<file path="config.mk">
export PLATFORM = sky130hd
export DESIGN_NAME = tail_light_sequencer
export DESIGN_NICKNAME = d
export VERILOG_FILES = /design/src/rtl/tail_light_pkg.sv /design/src/rtl/tail_light_step_timer.sv /design/src/rtl/tail_light_sequencer.sv
export SDC_FILE = /design/constraint.sdc
export NUM_CORES = 1
export LEC_CHECK = 0
export CAP_MARGIN = 15
export CORE_UTILIZATION = 42
export CTS_CLUSTER_DIAMETER = 60
export DETAILED_ROUTE_END_ITERATION = 6
export PLACE_DENSITY_LB_ADDON = 0.05
export REMOVE_ABC_BUFFERS = 1
export SYNTH_ARGS = -nofsm -noshare
export SYNTH_HDL_FRONTEND = slang
export SYNTH_HIERARCHICAL = 1
export SYNTH_SLANG_ARGS = --single-unit
</file>
<file path="constraint.sdc">
create_clock -name clk -period 1.4 [get_ports clk]
set_input_delay 0.14 -clock clk [delete_from_list [all_inputs] [get_ports clk]]
set_output_delay 0.14 -clock clk [all_outputs]
set_load 0.01 [all_outputs]
</file>
<file path="src/rtl/tail_light_pkg.sv">
// tail_light_pkg: shared mode encoding and lamp pattern helper for the tail-light sequencer
package tail_light_pkg;
  typedef enum logic [1:0] {MODE_IDLE, MODE_LEFT, MODE_RIGHT, MODE_HAZARD} mode_t;
  function automatic int lamp_pattern(input int phase, input int n);
    return (1 << (phase > n ? n : phase)) - 1;
  endfunction
endpackage

</file>
<file path="src/rtl/tail_light_step_timer.sv">
// tail_light_step_timer: prescaler and phase counter; phase is the value for the coming cycle
module tail_light_step_timer #(
  parameter int N_LAMPS = 3,
  parameter int STEP_CYCLES = 5
) (
  input  logic clk,
  input  logic rst,
  input  logic restart,
  input  logic run,
  output logic [$clog2(N_LAMPS+1)-1:0] phase
);
  localparam int PW = $clog2(N_LAMPS+1);
  localparam int SW = STEP_CYCLES > 1 ? $clog2(STEP_CYCLES) : 1;
  logic [SW-1:0] presc, presc_nxt;
  logic [PW-1:0] phase_q;
  logic clear, wrap;
  always_comb begin
    clear = restart || !run;
    wrap = presc == SW'(STEP_CYCLES-1);
    presc_nxt = (clear || wrap) ? '0 : presc + 1'b1;
    phase = clear ? '0 : !wrap ? phase_q : (phase_q == PW'(N_LAMPS)) ? '0 : phase_q + 1'b1;
  end
  always_ff @(posedge clk) begin
    if (rst) begin
      presc <= '0;
      phase_q <= '0;
    end else begin
      presc <= presc_nxt;
      phase_q <= phase;
    end
  end
endmodule

</file>
<file path="src/rtl/tail_light_sequencer.sv">
// tail_light_sequencer: sequential-turn / hazard / brake rear-lamp controller with registered outputs
module tail_light_sequencer
  import tail_light_pkg::*;
#(
  parameter int N_LAMPS = 3,
  parameter int STEP_CYCLES = 5
) (
  input  logic clk,
  input  logic rst,
  input  logic brake,
  input  logic turn_left,
  input  logic turn_right,
  input  logic hazard,
  output logic [N_LAMPS-1:0] left_lamps,
  output logic [N_LAMPS-1:0] right_lamps,
  output logic [$clog2(N_LAMPS+1)-1:0] seq_phase,
  output logic seq_active
);
  mode_t mode, mode_d;
  logic [$clog2(N_LAMPS+1)-1:0] phase;
  logic [N_LAMPS-1:0] pat;
  logic left_seq, right_seq;
  always_comb begin
    mode_d = (hazard || (turn_left && turn_right)) ? MODE_HAZARD :
             turn_left ? MODE_LEFT : turn_right ? MODE_RIGHT : MODE_IDLE;
    left_seq = mode_d == MODE_LEFT || mode_d == MODE_HAZARD;
    right_seq = mode_d == MODE_RIGHT || mode_d == MODE_HAZARD;
    pat = N_LAMPS'(lamp_pattern(int'(phase), N_LAMPS));
  end
  tail_light_step_timer #(.N_LAMPS(N_LAMPS), .STEP_CYCLES(STEP_CYCLES)) u_timer (
    .clk(clk),
    .rst(rst),
    .restart(mode_d != mode),
    .run(mode_d != MODE_IDLE),
    .phase(phase)
  );
  // Outputs are registered from the decoded mode so lamps follow inputs with one edge of latency
  always_ff @(posedge clk) begin
    if (rst) begin
      mode <= MODE_IDLE;
      left_lamps <= '0;
      right_lamps <= '0;
      seq_phase <= '0;
      seq_active <= 1'b0;
    end else begin
      mode <= mode_d;
      left_lamps <= left_seq ? pat : {N_LAMPS{brake}};
      right_lamps <= right_seq ? pat : {N_LAMPS{brake}};
      seq_phase <= phase;
      seq_active <= mode_d != MODE_IDLE;
    end
  end
endmodule

</file>
==> results.py <==
metrics = {
    "yosys": {
        "synth_top_area_share_pct": 49.6,
        "synth_common_cells": "dfxtp_1 (16), a21oi_1 (10), nor2_1 (4)",
        "synth-warning-count": 6,
        "synth_cell_types": 27,
        "synth-edff-count": 0,
        "async_reset_ff_share_pct": 0,
        "synthFlopType": "dfxtp_1",
        "yosysTopAreaCell": "dfxtp_1",
        "synth_xor_xnor_area_share_pct": 1.36,
        "synth_seq_cells": 16,
        "synth_simple_gate_area_share_pct": 18.0,
        "synthesis.area_um2": 646,
        "syn_avg_cell_area_um2": 9.78,
        "synth_fa_ha_area_share_pct": 5.81,
        "synthMuxAreaShare_pct": 1.74,
        "synthTopCellsByArea": "dfxtp_1 (50%), a21oi_1 (7.8%), ha_1 (5.8%), a21bo_2 (3.1%), nor2b_1 (2.9%)",
        "synth_top_family_by_area": "compound AO/OA/AOI/OAI gates",
        "synthCells": 66,
        "synth_compound_area_share_pct": 21.1,
        "yosysMostFrequentCell": "dfxtp_1",
        "seq_area_frac_synth_pct": 49.6,
    },
    "placement": {
        "dp.final_hpwl_um": 948,
        "gp_congestion": 0.688,
        "port_buffers": 14,
        "dp_cells": 108,
    },
    "clock_network": {
        "clk_latency_ns": 0.28,
        "clock_sinks": 16,
        "cts_tree": "built",
        "clk_pin_slew_worst_paths_ns": 0.08,
        "cts_buffers": 3,
        "clk_path_buf_depth": 2,
        "ctsRootBufferMaster": "clkbuf_4",
        "cts.htree.levels": 1,
    },
    "min_path": {
        "min_to": "mode[0]",
        "hold_depth": 4,
        "hold_start": "turn_left",
        "hold_class": "primary input to flop",
    },
    "routing": {
        "ant_nets": 0,
        "vias": 568,
        "wl_um": 1250,
        "highest_layer": "met4",
        "wl_met2_um": 527,
        "avgViaCountPerCell": 5.12,
        "drcViolationCount": 0,
        "wl_per_cell_um": 11.3,
        "drt_iter0_markers": 7,
        "wl_met1_um": 652,
        "dr.pass1.iters": 4,
        "met3_length_um": 45,
    },
    "die": {
        "dieHeight_um": 41.2,
        "rows": 13,
        "die_x_um": 41.2,
        "die-area_um2": 1700,
        "ios": 15,
        "core_area_um2": 1370,
        "start_util_pct": 47.3,
    },
    "timing": {
        "fin_setup_tns_ns": -0.473,
        "fin_ws_ns": -0.105,
        "finClkSkew_ns": 0.00220,
        "worstMarginPinSlew_ns": 0.208,
        "hold_viol": 0,
        "max_slew_margin_pct": 86.0,
        "finalCritPeriodShare_pct": 107,
        "layout_min_cycle_time_ns": 1.50,
        "setup_viol": 8,
        "drv_slew": 0,
        "max_freq_mhz": 665,
        "grt_setup_unrepaired": "true",
    },
    "cells_and_area": {
        "diodes": 0,
        "syn2layout_area_growth_pct": 49.6,
        "layout.cells.non_filler": 111,
        "fillCellCount": 118,
        "multi_input_area_um2": 350,
        "final_layout_size_suffix_gt1_share_pct": 31.3,
        "layout.nets": 107,
        "seqCellArea_um2": 322,
    },
    "flow_run": {
        "drv_cap": 0,
    },
    "global_route": {
        "grt_max_degree": 12,
        "grt_pass1_wl_um": 1950,
        "grt_pass1_vias": 476,
        "grtUsageTotal_pct": 19.0,
        "overflow": 0,
        "antenna_found_initial": 0,
    },
    "run_status": {
        "violations": "negative setup slack",
        "outcome": "finished with violations",
    },
    "critical_path": {
        "crit_type": "flop to flop",
        "worst-endpoint-arrival_ns": 1.68,
        "startpoint_type": "flop",
        "timing.rr.end": "right_lamps[0]",
        "rr_worst_depth": 7,
        "crit_fanout": 5,
        "r2r-start": "mode[1]",
        "cp_data_required_time_ns": 1.57,
        "r2r_slack_ns": -0.10,
        "cp-end-kind": "flop",
    },
    "pwr": {
        "vdd_drop_max_mv": 0.554,
        "p_per_area_nw_per_um2": 845,
        "power_leakage_nw": 0.380,
    },
}
layout by cell type (no fill, tap or decap):
cell	count
o31ai_1	1
nand3_1	3
nand2_1	3
o21ai_1	2
ha_1	2
dlygate4sd2_1	3
dfxtp_1	15
nor2b_1	3
a21oi_4	1
dfxtp_2	1
buf_4	14
clkdlybuf4s50_1	11
a21bo_2	2
or3b_4	1
or2_1	1
xor2_1	1
nor2_1	4
a21oi_2	2
nand2b_1	1
a211oi_2	2
or3_1	1
a21oi_1	8
nand2b_4	1
o22ai_2	1
nand4bb_1	1
o211ai_1	1
mux2_4	1
or3b_1	1
inv_1	3
ha_2	1
clkbuf_4	3
a31oi_1	1
metrics by stage:
stage          util [%]  setup WS [ns]  hold slack [ns]  power (mW)  area (µm²)
5_1_grt            70.7         -0.184            0.363       0.858         966
3_3_place_gp       66.3         -0.505            0.506       0.585         906
4_1_cts            70.7         -0.107            0.330       0.822         966
2_1_floorplan         -         -0.129            0.209       0.520         642
3_5_place_dp       66.3         -0.560            0.506       0.588         906
6_report           70.7         -0.105            0.328       0.816         966
logic make-up after synthesis:
family,after synthesis
adder cells (fa/ha/maj),3
multiplexers,1
AND/OR/NAND/NOR,20
buffers and inverters,4
XOR/XNOR,1
flip-flops,16
AO/OA/AOI/OAI,21
power by group:
| group | total, mW | internal (mW) | leakage (nW) | switching (mW) |
|---|---|---|---|---|
| logic | 0.113 | 0.0639 | 0.235 | 0.0495 |
| clock network | 0.229 | 0.0997 | 0.0138 | 0.130 |
| registers | 0.474 | 0.467 | 0.131 | 0.00622 |
| total | 0.816 | 0.631 | 0.380 | 0.185 |
layout make-up:
| type | instances | area share, % |
|---|---|---|
| Clock buffer | 3 | 2.33 |
| Inverter | 3 | 1.17 |
| Multi-Input combinational cell | 46 | 36.3 |
| Sequential cell | 16 | 33.3 |
| Tap cell | 15 | 1.94 |
| Timing Repair Buffer | 28 | 25.0 |
worst max-delay path, cell delays in order, from the launching register on:
cell	delay, ns
dfxtp_2	0.37
mux2_4	0.30
a31oi_1	0.17
nand2b_4	0.18
a21oi_2	0.03
buf_4	0.15
o22ai_2	0.13
a21oi_1	0.07
timing repair:
| item | 4_1_cts | 5_1_grt |
|---|---|---|
| resized for setup | 13 | 0 |
| hold buffers | 0 | 0 |
| setup buffers | 1 | 0 |
| gates cloned | 0 | 0 |
| pin swaps | 9 | 1 |
| endpoints found under the setup margin | 13 | 13 |
routing by layer:
metal	vias to the layer above	global-route usage (%)
met5	-	0
met4	0	12.1
met3	4	6.52
met2	14	28.9
met1	250	22.5
li1	300	-
worst max-delay path by stage:
stage	cells past startpoint	slack [ns]	from	endpoint
finish	7	-0.10	mode[1]	right_lamps[0]
CTS	7	-0.11	mode[1]	right_lamps[0]
global placement	9	-0.51	hazard	right_lamps[1]
floorplan	6	-0.13	u_timer/presc[0]	right_lamps[1]
global route	8	-0.18	mode[1]	right_lamps[2]
detailed placement	9	-0.56	turn_right	right_lamps[0]
sequential cells by signal, indices dropped and copies added (netlist names):
register	count
left_lamps	3
right_lamps	3
u_timer/presc	3
mode	2
seq_phase	2
u_timer/phase_q	2
seq_active	1
No activity file was read; power rests on OpenSTA's default activity.
